### src/rtl/ram_arbiter_pkg.sv
// Shared defines for the multi-channel RAM arbiter: default base address,
// tag record carried through the response pipeline, and byte-mask expansion.
package ram_arbiter_pkg;

   localparam logic [63:0] DEF_BASE = 64'h8000_0000;
   localparam int          MAX_CH   = 8;
   localparam int          CH_W     = 3;

   typedef struct packed {
      logic            valid;
      logic [CH_W-1:0] id;
      logic            wen;
      logic            err;
   } tag_t;

   // Each byte enable becomes 8 mask bits; narrower data paths use the low bits.
   function automatic logic [63:0] expand_mask(input logic [7:0] be);
      logic [63:0] m;
      m = '0;
      for (int i = 0; i < 8; i++) m[i*8 +: 8] = {8{be[i]}};
      return m;
   endfunction

endpackage

### src/rtl/rr_arb.sv
// Round-robin one-hot grant: the search begins at ptr and wraps once around.
module rr_arb #(
   parameter  int N  = 2,
   localparam int PW = (N > 1) ? $clog2(N) : 1
) (
   input  logic [N-1:0]  valid,
   input  logic [PW-1:0] ptr,
   output logic [N-1:0]  grant
);

   int            idx;
   logic [PW-1:0] sel;
   logic          found;

   always_comb begin
      grant = '0;
      found = 1'b0;
      idx   = 0;
      sel   = '0;
      for (int k = 0; k < N; k++) begin
         idx = int'(ptr) + k;
         if (idx >= N) idx = idx - N;
         sel = PW'(idx);
         if (!found && valid[sel]) begin
            grant[sel] = 1'b1;
            found      = 1'b1;
         end
      end
   end

endmodule

### src/rtl/ram_arbiter.sv
// N-channel arbiter onto a single-port RAM with fixed read latency; each
// transfer carries a tag down a LATENCY-deep pipeline to produce its response.
module ram_arbiter
   import ram_arbiter_pkg::*;
#(
   parameter  int          NUM_CH    = 2,
   parameter  int          DATA_W    = 64,
   parameter  int          LATENCY   = 1,
   parameter  logic [63:0] BASE      = DEF_BASE,
   parameter  int          MEM_WORDS = 1 << 20,
   localparam int          BE_W      = DATA_W / 8,
   localparam int          IDX_W     = (MEM_WORDS > 1) ? $clog2(MEM_WORDS) : 1,
   localparam int          PW        = (NUM_CH > 1) ? $clog2(NUM_CH) : 1
) (
   input  logic                     clk,
   input  logic                     rst,
   input  logic [NUM_CH-1:0]        req_valid,
   output logic [NUM_CH-1:0]        req_ready,
   input  logic [NUM_CH*64-1:0]     req_addr,
   input  logic [NUM_CH-1:0]        req_wen,
   input  logic [NUM_CH*DATA_W-1:0] req_wdata,
   input  logic [NUM_CH*BE_W-1:0]   req_be,
   output logic [NUM_CH-1:0]        resp_valid,
   output logic [DATA_W-1:0]        resp_rdata,
   output logic                     resp_err,
   output logic                     ram_en,
   output logic [IDX_W-1:0]         ram_idx,
   output logic                     ram_wen,
   output logic [DATA_W-1:0]        ram_wdata,
   output logic [DATA_W-1:0]        ram_wmask,
   input  logic [DATA_W-1:0]        ram_rdata
);

   localparam int SHIFT = $clog2(BE_W);

   logic [PW-1:0]     ptr;
   logic [NUM_CH-1:0] grant;
   logic              xfer;
   logic              access;
   logic [PW-1:0]     gid;
   logic [63:0]       sel_addr;
   logic              sel_wen;
   logic [DATA_W-1:0] sel_wdata;
   logic [BE_W-1:0]   sel_be;
   logic [63:0]       off;
   logic [63:0]       word;
   logic              sel_err;
   logic [63:0]       mask64;
   tag_t              tag_pipe [LATENCY];
   tag_t              tag_out;

   rr_arb #(.N(NUM_CH)) u_rr (
      .valid (req_valid),
      .ptr   (ptr),
      .grant (grant)
   );

   // Grant only depends on req_valid, so req_ready is already a transfer strobe.
   assign req_ready = rst ? '0 : grant;
   assign xfer      = |req_ready;

   always_comb begin
      gid       = '0;
      sel_addr  = '0;
      sel_wen   = 1'b0;
      sel_wdata = '0;
      sel_be    = '0;
      for (int i = 0; i < NUM_CH; i++) begin
         if (grant[i]) begin
            gid       = PW'(i);
            sel_addr  = req_addr[i*64 +: 64];
            sel_wen   = req_wen[i];
            sel_wdata = req_wdata[i*DATA_W +: DATA_W];
            sel_be    = req_be[i*BE_W +: BE_W];
         end
      end
   end

   assign off     = sel_addr - BASE;
   assign word    = off >> SHIFT;
   assign sel_err = (sel_addr < BASE) || (word >= 64'(MEM_WORDS));
   assign mask64  = expand_mask(8'(sel_be));
   assign access  = xfer && !sel_err;

   // Out-of-range transfers are granted but never reach the RAM.
   assign ram_en    = access;
   assign ram_wen   = access && sel_wen;
   assign ram_idx   = access ? word[IDX_W-1:0] : '0;
   assign ram_wdata = access ? sel_wdata : '0;
   assign ram_wmask = access ? mask64[DATA_W-1:0] : '0;

   always_ff @(posedge clk) begin
      if (rst) begin
         ptr <= '0;
      end else if (xfer) begin
         ptr <= (gid == PW'(NUM_CH - 1)) ? '0 : gid + PW'(1);
      end
   end

   always_ff @(posedge clk) begin
      if (rst) begin
         for (int s = 0; s < LATENCY; s++) tag_pipe[s] <= '0;
      end else begin
         tag_pipe[0] <= '{valid: xfer, id: CH_W'(gid), wen: sel_wen, err: sel_err};
         for (int s = 1; s < LATENCY; s++) tag_pipe[s] <= tag_pipe[s-1];
      end
   end

   assign tag_out = tag_pipe[LATENCY-1];

   // Masked by rst so in-flight tags stay silent in the cycle reset is applied.
   always_comb begin
      resp_valid = '0;
      resp_err   = 1'b0;
      resp_rdata = '0;
      if (tag_out.valid && !rst) begin
         for (int i = 0; i < NUM_CH; i++) resp_valid[i] = (tag_out.id == CH_W'(i));
         resp_err = tag_out.err;
         if (!tag_out.err && !tag_out.wen) resp_rdata = ram_rdata;
      end
   end

endmodule

### config.mk
export PLATFORM = sky130hd
export DESIGN_NAME = ram_arbiter
export DESIGN_NICKNAME = d
export VERILOG_FILES = /design/src/rtl/ram_arbiter_pkg.sv /design/src/rtl/rr_arb.sv /design/src/rtl/ram_arbiter.sv
export SDC_FILE = /design/constraint.sdc
export NUM_CORES = 1
export LEC_CHECK = 0
export BUFFER_PORTS_ARGS = -buffer_cell sky130_fd_sc_hd__buf_4
export CAP_MARGIN = 25
export CORE_AREA = 2 2 218 220
export DETAILED_ROUTE_END_ITERATION = 10
export DIE_AREA = 0 0 220 222
export PLACE_DENSITY = 0.33
export SLEW_MARGIN = 20
export SYNTH_ARGS = -nofsm -noshare
export SYNTH_HDL_FRONTEND = slang
export SYNTH_HIERARCHICAL = 1
export SYNTH_SLANG_ARGS = --single-unit
### constraint.sdc
create_clock -name clk -period 6.73 [get_ports clk]
set_input_delay 1.0095 -clock clk [delete_from_list [all_inputs] [get_ports clk]]
set_output_delay 1.0095 -clock clk [all_outputs]
set_load 0.05 [all_outputs]
After elaboration in Yosys (flattened, before gate mapping) --
Memory sizes are Yosys's and may differ from the RTL's. Cells that the tools add are included.
Cells by class: multipliers 0, equal/unequal tests 1, reduce and logical (&&, ||, !) cells 16, bitwise operators 1, $add $sub $neg 5, multiplexer cells 36, shift operators 0, order comparisons 8, divide/modulo/power cells 0
Operator list (number):
- $mux W64 | 8
- $lt A64 B32 Y1 const B | 1
- $sub A64 B32 Y64 const B | 1
- $ge A61 B21 Y1 const B | 1
- $mux W20 | 1
- $mux W1 | 18
- $mux W8 | 2
- $mux W2 | 4
- $logic_and A1 B1 Y1 | 7
- $logic_not A1 Y1 | 5
- $lt A1 B2 Y1 const B | 2
- $mux W4 | 1
- $reduce_or A4 Y1 | 1
- $eq A3 B1 Y1 const B | 1
- $logic_not A3 Y1 | 1
- $add A1 B1 Y2 const B | 1
- $demux W1 S1 | 2
- $ge A1 B1 Y1 const B | 2
- $ge A1 B2 Y1 const B | 1
- $ge A2 B2 Y1 const B | 1
- $or A2 B2 Y2 | 1
- $reduce_or A2 Y1 | 1
- $sub A1 B1 Y1 const B | 2
- $add A1 B1 Y1 const B | 1
- $logic_or A1 B1 Y1 | 1
Word-level totals: memories 1, bits of input ports 342, latch bits 0, memory bits (writable) 4, bits in read-only memories 0, flip-flop bits (word level) 1, word-level logic and storage cells 69
Memories:
- tag_pipe | depth 1, bits a word 4, read ports 1, clocked after Yosys merged registers in 0, write ports 1, line ram_arbiter.sv:49 | tag_t tag_pipe [LATENCY];

Longest topological paths before layout --
Gate-level depths: netlist (run 1).
depth after elaboration 17, mapped depth 21, mapped depth without buffers 13

By module --
The synthesis (run 1) kept the hierarchy.
By module, submodules not included:
- ram_arbiter | cells an instance 571, times used 1, seq. area each 100.1 µm², area an instance 4090.2 µm²
- rr_arb | cells an instance 3, times used 1, seq. area each 0.0 µm², area an instance 18.8 µm²

Worst setup path before layout (run 1) --
Ideal clock, no wire load.
path kind input to output, start input req_valid[1], end output ram_wmask[57], setup slack -1.543 ns, stages 20, data arrival time 7.263 ns, path through a21boi_1 -> buf_4 -> clkbuf_1 -> clkbuf_1 -> clkbuf_1 -> clkbuf_1 -> clkbuf_1 -> buf_1 -> a22oi_1 -> ha_1 -> o211ai_1 -> nor3_1 -> nand4b_1 -> o221ai_1 -> o21a_1 -> or4_1 -> clkbuf_1 -> buf_6 -> nor4_1 -> buf_4
On the way: longest elaborated chain between the ends 14
RTL lines:
- start: declaration | line ram_arbiter.sv:17 | input logic [NUM_CH-1:0] req_valid,
- $mux W1 (implied by the code) (2 in a row) | line rr_arb.sv:24 | if (!found && valid[sel]) begin
- $mux W1 | line rr_arb.sv:24
- $logic_not A1 Y1 | line rr_arb.sv:24
- $logic_and A1 B1 Y1 | line rr_arb.sv:24
- $mux W2 (*) | line rr_arb.sv:24
- $mux W64 (2 in a row) | line ram_arbiter.sv:69 | if (grant[i]) begin
- $sub A64 B32 Y64 | line ram_arbiter.sv:79 | assign off = sel_addr - BASE;
- $ge A61 B21 Y1 | line ram_arbiter.sv:81 | assign sel_err = (sel_addr < BASE) || (word >= 64'(MEM_WORDS));
- $logic_or A1 B1 Y1 | line ram_arbiter.sv:81
- $logic_not A1 Y1 | line ram_arbiter.sv:83 | assign access = xfer && !sel_err;
- $logic_and A1 B1 Y1 | line ram_arbiter.sv:83
- $mux W64 (*) | line ram_arbiter.sv:90 | assign ram_wmask = access ? mask64[DATA_W-1:0] : '0;
- end: declaration | line ram_arbiter.sv:30 | output logic [DATA_W-1:0] ram_wmask,
Mark *: on every way between the ends. The rest lies on a longest branch, timed or not. The select of a mux whose other input is x is not followed.

Worst setup path in the final report (run 1) --
start input req_valid[0], end output ram_wmask[60]
RTL lines:
- $mux W1 (implied by the code) (2 in a row) | line rr_arb.sv:24
- $mux W1 | line rr_arb.sv:24
- $logic_not A1 Y1 | line rr_arb.sv:24
- $logic_and A1 B1 Y1 | line rr_arb.sv:24
- $mux W2 (*) | line rr_arb.sv:24
- net grant[1] | line ram_arbiter.sv:37 | logic [NUM_CH-1:0] grant;
- $mux W64 | line ram_arbiter.sv:69
- $sub A64 B32 Y64 | line ram_arbiter.sv:79
- $ge A61 B21 Y1 | line ram_arbiter.sv:81
- $logic_or A1 B1 Y1 | line ram_arbiter.sv:81
- $logic_not A1 Y1 | line ram_arbiter.sv:83
- $logic_and A1 B1 Y1 | line ram_arbiter.sv:83
- $mux W64 (*) | line ram_arbiter.sv:90
The timed path passes the listed nets; every way through them passes the cells marked *. The select of a mux whose other input is x is not followed.

==> results of run 1 <==
final cells by class:
type / count / area [µm²]
well taps: 607 / 759
flip-flops and latches: 5 / 100
inverters: 5 / 18.8
repair buffers: 568 / 4330
clock buffers: 3 / 75.1
clock inverters: 1 / 5.00
fillers: 5288 / 37400
multi-input cells: 438 / 3560
flip-flops by register name, summed over array words and instances, names as in the netlist:
signal and cells:
tag_pipe 4, ptr 1
cells by family (layout without fill, tap and decap cells):
kind of cell	count (synthesis)	count (layout)	synth area share (%)
fa+ha+maj	2	2	0.609
compound gates	180	180	30.7
buf+inv	131	577	19.0
mux	3	3	0.731
flops	5	5	2.44
simple gates	246	246	45.1
xor+xnor	7	7	1.49
per-layer routing:
| layer | GRT usage [%] | up-vias |
|---|---|---|
| met3 | 1.77 | 4 |
| met4 | 0.606 | 0 |
| met2 | 21.0 | 274 |
| met1 | 14.6 | 3022 |
| met5 | 0 | - |
| li1 | - | 3086 |
Yosys cell counts, types with 7 or more instances:
master and number:
nor2_1 21, buf_6 7, nor4_2 57, a21oi_1 8, clkbuf_1 53, and2_1 64
buf_4 62, a22o_1 8, nor4_1 51, o21ai_0 32, a22oi_1 106, nor3_1 9
o21ai_1 7, nand2_1 7
worst min-delay path: stages, from the launching register on:
cell and delay [ps]:
dfxtp_1 320, nor2_1 100, nor3_1 50
final timing paths:
path | start | endpoint | depth (start not counted)
worst max register to register | ptr | tag_pipe[0][0] | 12
worst min-delay path | ptr | ptr | 2
worst min register to register | ptr | ptr | 2
worst max-delay path | req_valid[0] | ram_wmask[60] | 12
stage by stage:
step           hold slack [ps]  total power, W  cell area (µm²)  instances  utilization (%)
2_1_floorplan              481        0.000252             4450        574                -
3_3_place_gp               519        0.000491             8770       1623             19.0
3_5_place_dp               515        0.000492             8770       1623             19.0
4_1_cts                    525        0.000600             8850       1627             19.1
5_1_grt                    536        0.000635             8850       1627             19.1
6_report                   521        0.000589             8850       1627             19.1
power groups by stage:
stage               clock network [W]  logic [W]  registers [W]
global route                 0.000110   0.000492      0.0000330
finish                       0.000102   0.000454      0.0000328
CTS                          0.000107   0.000461      0.0000329
floorplan                           0   0.000219      0.0000329
global placement                    0   0.000458      0.0000333
detailed placement                  0   0.000459      0.0000334
==> results.cfg, run 1 <==
[power]
p_clk_share_pct = 17.3
intPower_w = 0.000321
leakagePower_nw = 3.77
ir_worst_vdd_v = 0.0000759
seq_power_share_pct = 5.6
switching_share_pct = 45.4
switchingPower_w = 0.000267
pwr-share-comb_pct = 77.1
power_per_cell_area_mw_per_mm2 = 66.5

[placement]
io_buffers = 554
gp_congestion = 0.760
hpwl_um = 24800
place_ws_ps = 515

[route]
dr.pass1.iters = 4
route.met3.wl_um = 2010
drc_errors = 0
vias = 6386
ant_nets = 0
route.met2.wl_um = 15700
top_layer = met4
wl_per_cell_um = 18.8
wl_met1_um = 12800
drtIter0Drc = 314
vias_per_cell = 3.93
wirelength_um = 30600

[cts]
cts.clk_slew.worst_paths_ps = 30
ctsHtreeMaxLevel = 1
cts_hold_buffers = 0
ctsResizeCount = 0
clock_path_buffers = 2
cts-root-buf = clkbuf_16
tritoncts = done
clock-sinks = 5
clk_latency_ps = 230
post_cts_buffers = 0
cts_made_buffers = 3

[global_route]
grt_max_degree = 90
antenna_found_initial = 0
grt-ovfl-total = 0
track_usage_pct = 11.5
first_global_vias = 6350
grt_pass1_wl_um = 42800

[setup_path]
cp.arrival_ps = 5130
crit_top_cell = buf_4
cp_top_family = simple AND/OR/NAND/NOR gates
cp_num_buf_inv = 3
crit_type = in -> out
cp_cell_sequence = buf_4 -> a21boi_4 -> or2b_2 -> o21ai_1 -> nor3_4 -> nand4_1 -> o41ai_1 -> nand4b_1 -> or4_4 -> buf_12 -> nor4_4 -> buf_4
reg2reg_slack_ps = 2580
slowest_stage = or4_4
crit_fanout = 38
critPathRequiredTime_ps = 5720
slowest_delay_ps = 600
cp-end-kind = output pin
start_kind = primary input

[die]
die_x_um = 220
core-area_mm2 = 0.0463
num_rows = 79
die_h_um = 222
die_area_mm2 = 0.0488
pin_count = 561
start_util_pct = 8.88

[synthesis]
synth-async-reset-ratio_pct = 0
ys_warn_count = 6
synthCells = 574
yosys-top-cells-area = a22oi_1 (19%), nor4_2 (17%), buf_4 (11%)
ys_ff_latch = 5
yosysSeqAreaShare_pct = 2.44
synth_edf_count = 0
synth_fp_nets = 918
synth_cell_types = 52
syn_avg_cell_area_um2 = 7.16
syn_area_mm2 = 0.00411
ys.flop_type = dfxtp_1
synth_top_area_share_pct = 19.4
netlist.top_cell.by_area = a22oi_1

[timing]
slew_headroom_pct = 45.5
tns_ps = 0
setup_viol = 0
period_minus_slack_ps = 6140
worst_pin_slew_ps = 818
worst_slack_ps = 590
finClkSkew_ps = 7.15
rsz0062_at_grt = no
finalHoldViolCount = 0
clock.fmax_ghz = 0.163
fin_crit_sh_pct = 91.2
slew_violations = 0

[status]
status = completed

[layout]
layout_commonest_cell = buf_4
layout_common_cells = buf_4 (562), a22oi_1 (106), nor4_2 (84), and2_1 (64), o21ai_0 (32)
layout-drive-gt1-share_pct = 66.3
fin_nets = 1365
antenna_cells = 0
syn2layout_area_growth_pct = 115

[run]
maxCapViolations = 0

[min_path]
min_path_type = reg -> reg
No activity file was read; power rests on OpenSTA's default activity.
==> run 2: changes to the inputs <==
==> constraint.sdc (replaced) <==
create_clock -name clk -period 6.73 [get_ports clk]
set_input_delay 1.0095 -clock clk [delete_from_list [all_inputs] [get_ports clk]]
set_output_delay 1.0095 -clock clk [all_outputs]
set_load 0.02 [all_outputs]
==> run 2 against run 1 <==
Against the previous run:
- register-to-register slack better by 270 ps
- cell count increased by 0.18%
- combinational power fell by 5.3%
- non-clock buffer count rose by 3
- fmax is 3.2% higher
- utilization is 0.50 points lower
- clock skew is 2.2 ps lower
- sequential power about the same
- power fell by 4.6%
- sequential cell count is the same
- largest cell class unchanged
==> results.cfg, run 2 (synthesis results as in run 1) <==
[cts]
ctsHtreeMaxLevel = 1
clock-sinks = 5
clock_path_buffers = 2
tritoncts = done
cts-root-buf = clkbuf_16
cts_hold_buffers = 0
post_cts_buffers = 0
cts.clk_slew.worst_paths_ps = 40
cts_made_buffers = 3
clk_latency_ps = 230
ctsResizeCount = 0

[route]
ant_nets = 0
drc_errors = 0
vias_per_cell = 4.00
wl_per_cell_um = 20.1
wirelength_um = 32800
drtIter0Drc = 328
vias = 6526
dr.pass1.iters = 5

[global_route]
grt-ovfl-total = 0
track_usage_pct = 12.3
grt_max_degree = 76
antenna_found_initial = 0
first_global_vias = 6489
grt_pass1_wl_um = 45100

[timing]
finalHoldViolCount = 0
worst_pin_slew_ps = 989
rsz0062_at_grt = no
fin_crit_sh_pct = 88.4
period_minus_slack_ps = 5950
setup_viol = 0
tns_ps = 0
slew_violations = 0
clock.fmax_ghz = 0.168
finClkSkew_ps = 4.91
slew_headroom_pct = 34.0

[setup_path]
cp_cell_sequence = buf_4 -> a21boi_4 -> buf_4 -> a22o_2 -> inv_1 -> ha_1 -> o211ai_1 -> nor3_1 -> nand4b_1 -> or3_1 -> a21oi_1 -> nand4_1 -> buf_4 -> nor4_4 -> buf_4
crit_type = in -> out
reg2reg_slack_ps = 2850
crit_fanout = 39
start_kind = primary input
slowest_stage = nor4_4
crit_top_cell = buf_4
cp-end-kind = output pin
reg2regPathDepth = 10
critPathCapture = ram_wmask[52]
r2r-end = tag_pipe[0][0]
critPathRequiredTime_ps = 5720
cp.arrival_ps = 4940
crit-reg2reg-launch = ptr
crit_path_start = req_valid[1]
slowest_delay_ps = 600

[layout]
multi_input_area_mm2 = 0.00334
fin_nets = 1368
regArea_um2 = 100
largest_register_ff_count = 4
postLayoutCoreUtil_pct = 18.6
antenna_cells = 0
top_register = tag_pipe
fillers = 5306
reg.largest.list = tag_pipe: 4 flops, ptr: 1 flops
syn2layout_area_growth_pct = 110
layout_common_cells = buf_4 (568), a22oi_1 (106), and2_1 (64), nor4_1 (50), nor4_2 (50)
layout_commonest_cell = buf_4
layout-drive-gt1-share_pct = 62.9

[placement]
hpwl_um = 27600
gp_congestion = 0.777
io_buffers = 554

[run]
maxCapViolations = 0

[die]
die_x_um = 220
start_util_pct = 8.88
num_rows = 79
die_h_um = 222
core-area_mm2 = 0.0463
pin_count = 561
die_area_mm2 = 0.0488

[status]
status = completed

[min_path]
min_path_type = reg -> reg

[power]
leakagePower_nw = 3.77
power_per_cell_area_mw_per_mm2 = 65.2
ir_worst_vdd_v = 0.0000944
==> run 2: cell count changes in the layout (fill, tap and decap cells not counted), sizes merged <==
cell	before	now
buf	568	571
==> run 2: layer usage <==
layer / global-route usage, % / up-vias / part of all wire, %
met5: 0 / - / 0
met4: 1.54 / 0 / 1.4
met3: 2.17 / 12 / 7.9
met2: 24.6 / 360 / 55
met1: 13.5 / 3066 / 36
li1: - / 3088 / -
==> run 2: critical path, delay by kind of cell <==
| kind | cells | cell delay, ps |
|---|---|---|
| AO/OA/AOI/OAI | 4 | 790 |
| buffers and inverters | 5 | 1040 |
| AND/OR/NAND/NOR | 5 | 1880 |
| adder cells (fa/ha/maj) | 1 | 180 |
==> run 2: worst min path at each step <==
stage                     slack, ps  cells past startpoint  endpoint  start
after floorplan                 480                      2       ptr    ptr
after global placement          530                      2       ptr    ptr
after detailed placement        540                      2       ptr    ptr
after CTS                       540                      2       ptr    ptr
after global routing            620                      2       ptr    ptr
final                           540                      2       ptr    ptr
==> run 2: report_power, final <==
group          internal (W)  switching, W  leakage, nW
combinational      0.000210      0.000220         3.69
clock             0.0000777     0.0000205       0.0409
sequential        0.0000318    0.00000127       0.0416
total              0.000320      0.000242         3.77
==> run 2: cell type report <==
cell class,instances,area share [%]
multi-input cells,438,38.7
clock buffers,3,0.871
well taps,607,8.81
flip-flops and latches,5,1.16
clock inverters,1,0.0581
repair buffers,571,50.2
inverters,5,0.218
==> run 2: through the flow <==
step / instance area [µm²] / power (W) / hold WS [ps] / std cells / worst slack, ps
after global placement: 8540 / 0.000468 / 526 / 1626 / 775
after detailed placement: 8540 / 0.000469 / 536 / 1626 / 742
after floorplan: 4190 / 0.000220 / 478 / 574 / 10.8
after global routing: 8620 / 0.000605 / 619 / 1630 / 425
final: 8620 / 0.000562 / 541 / 1630 / 781
after CTS: 8620 / 0.000570 / 543 / 1630 / 726
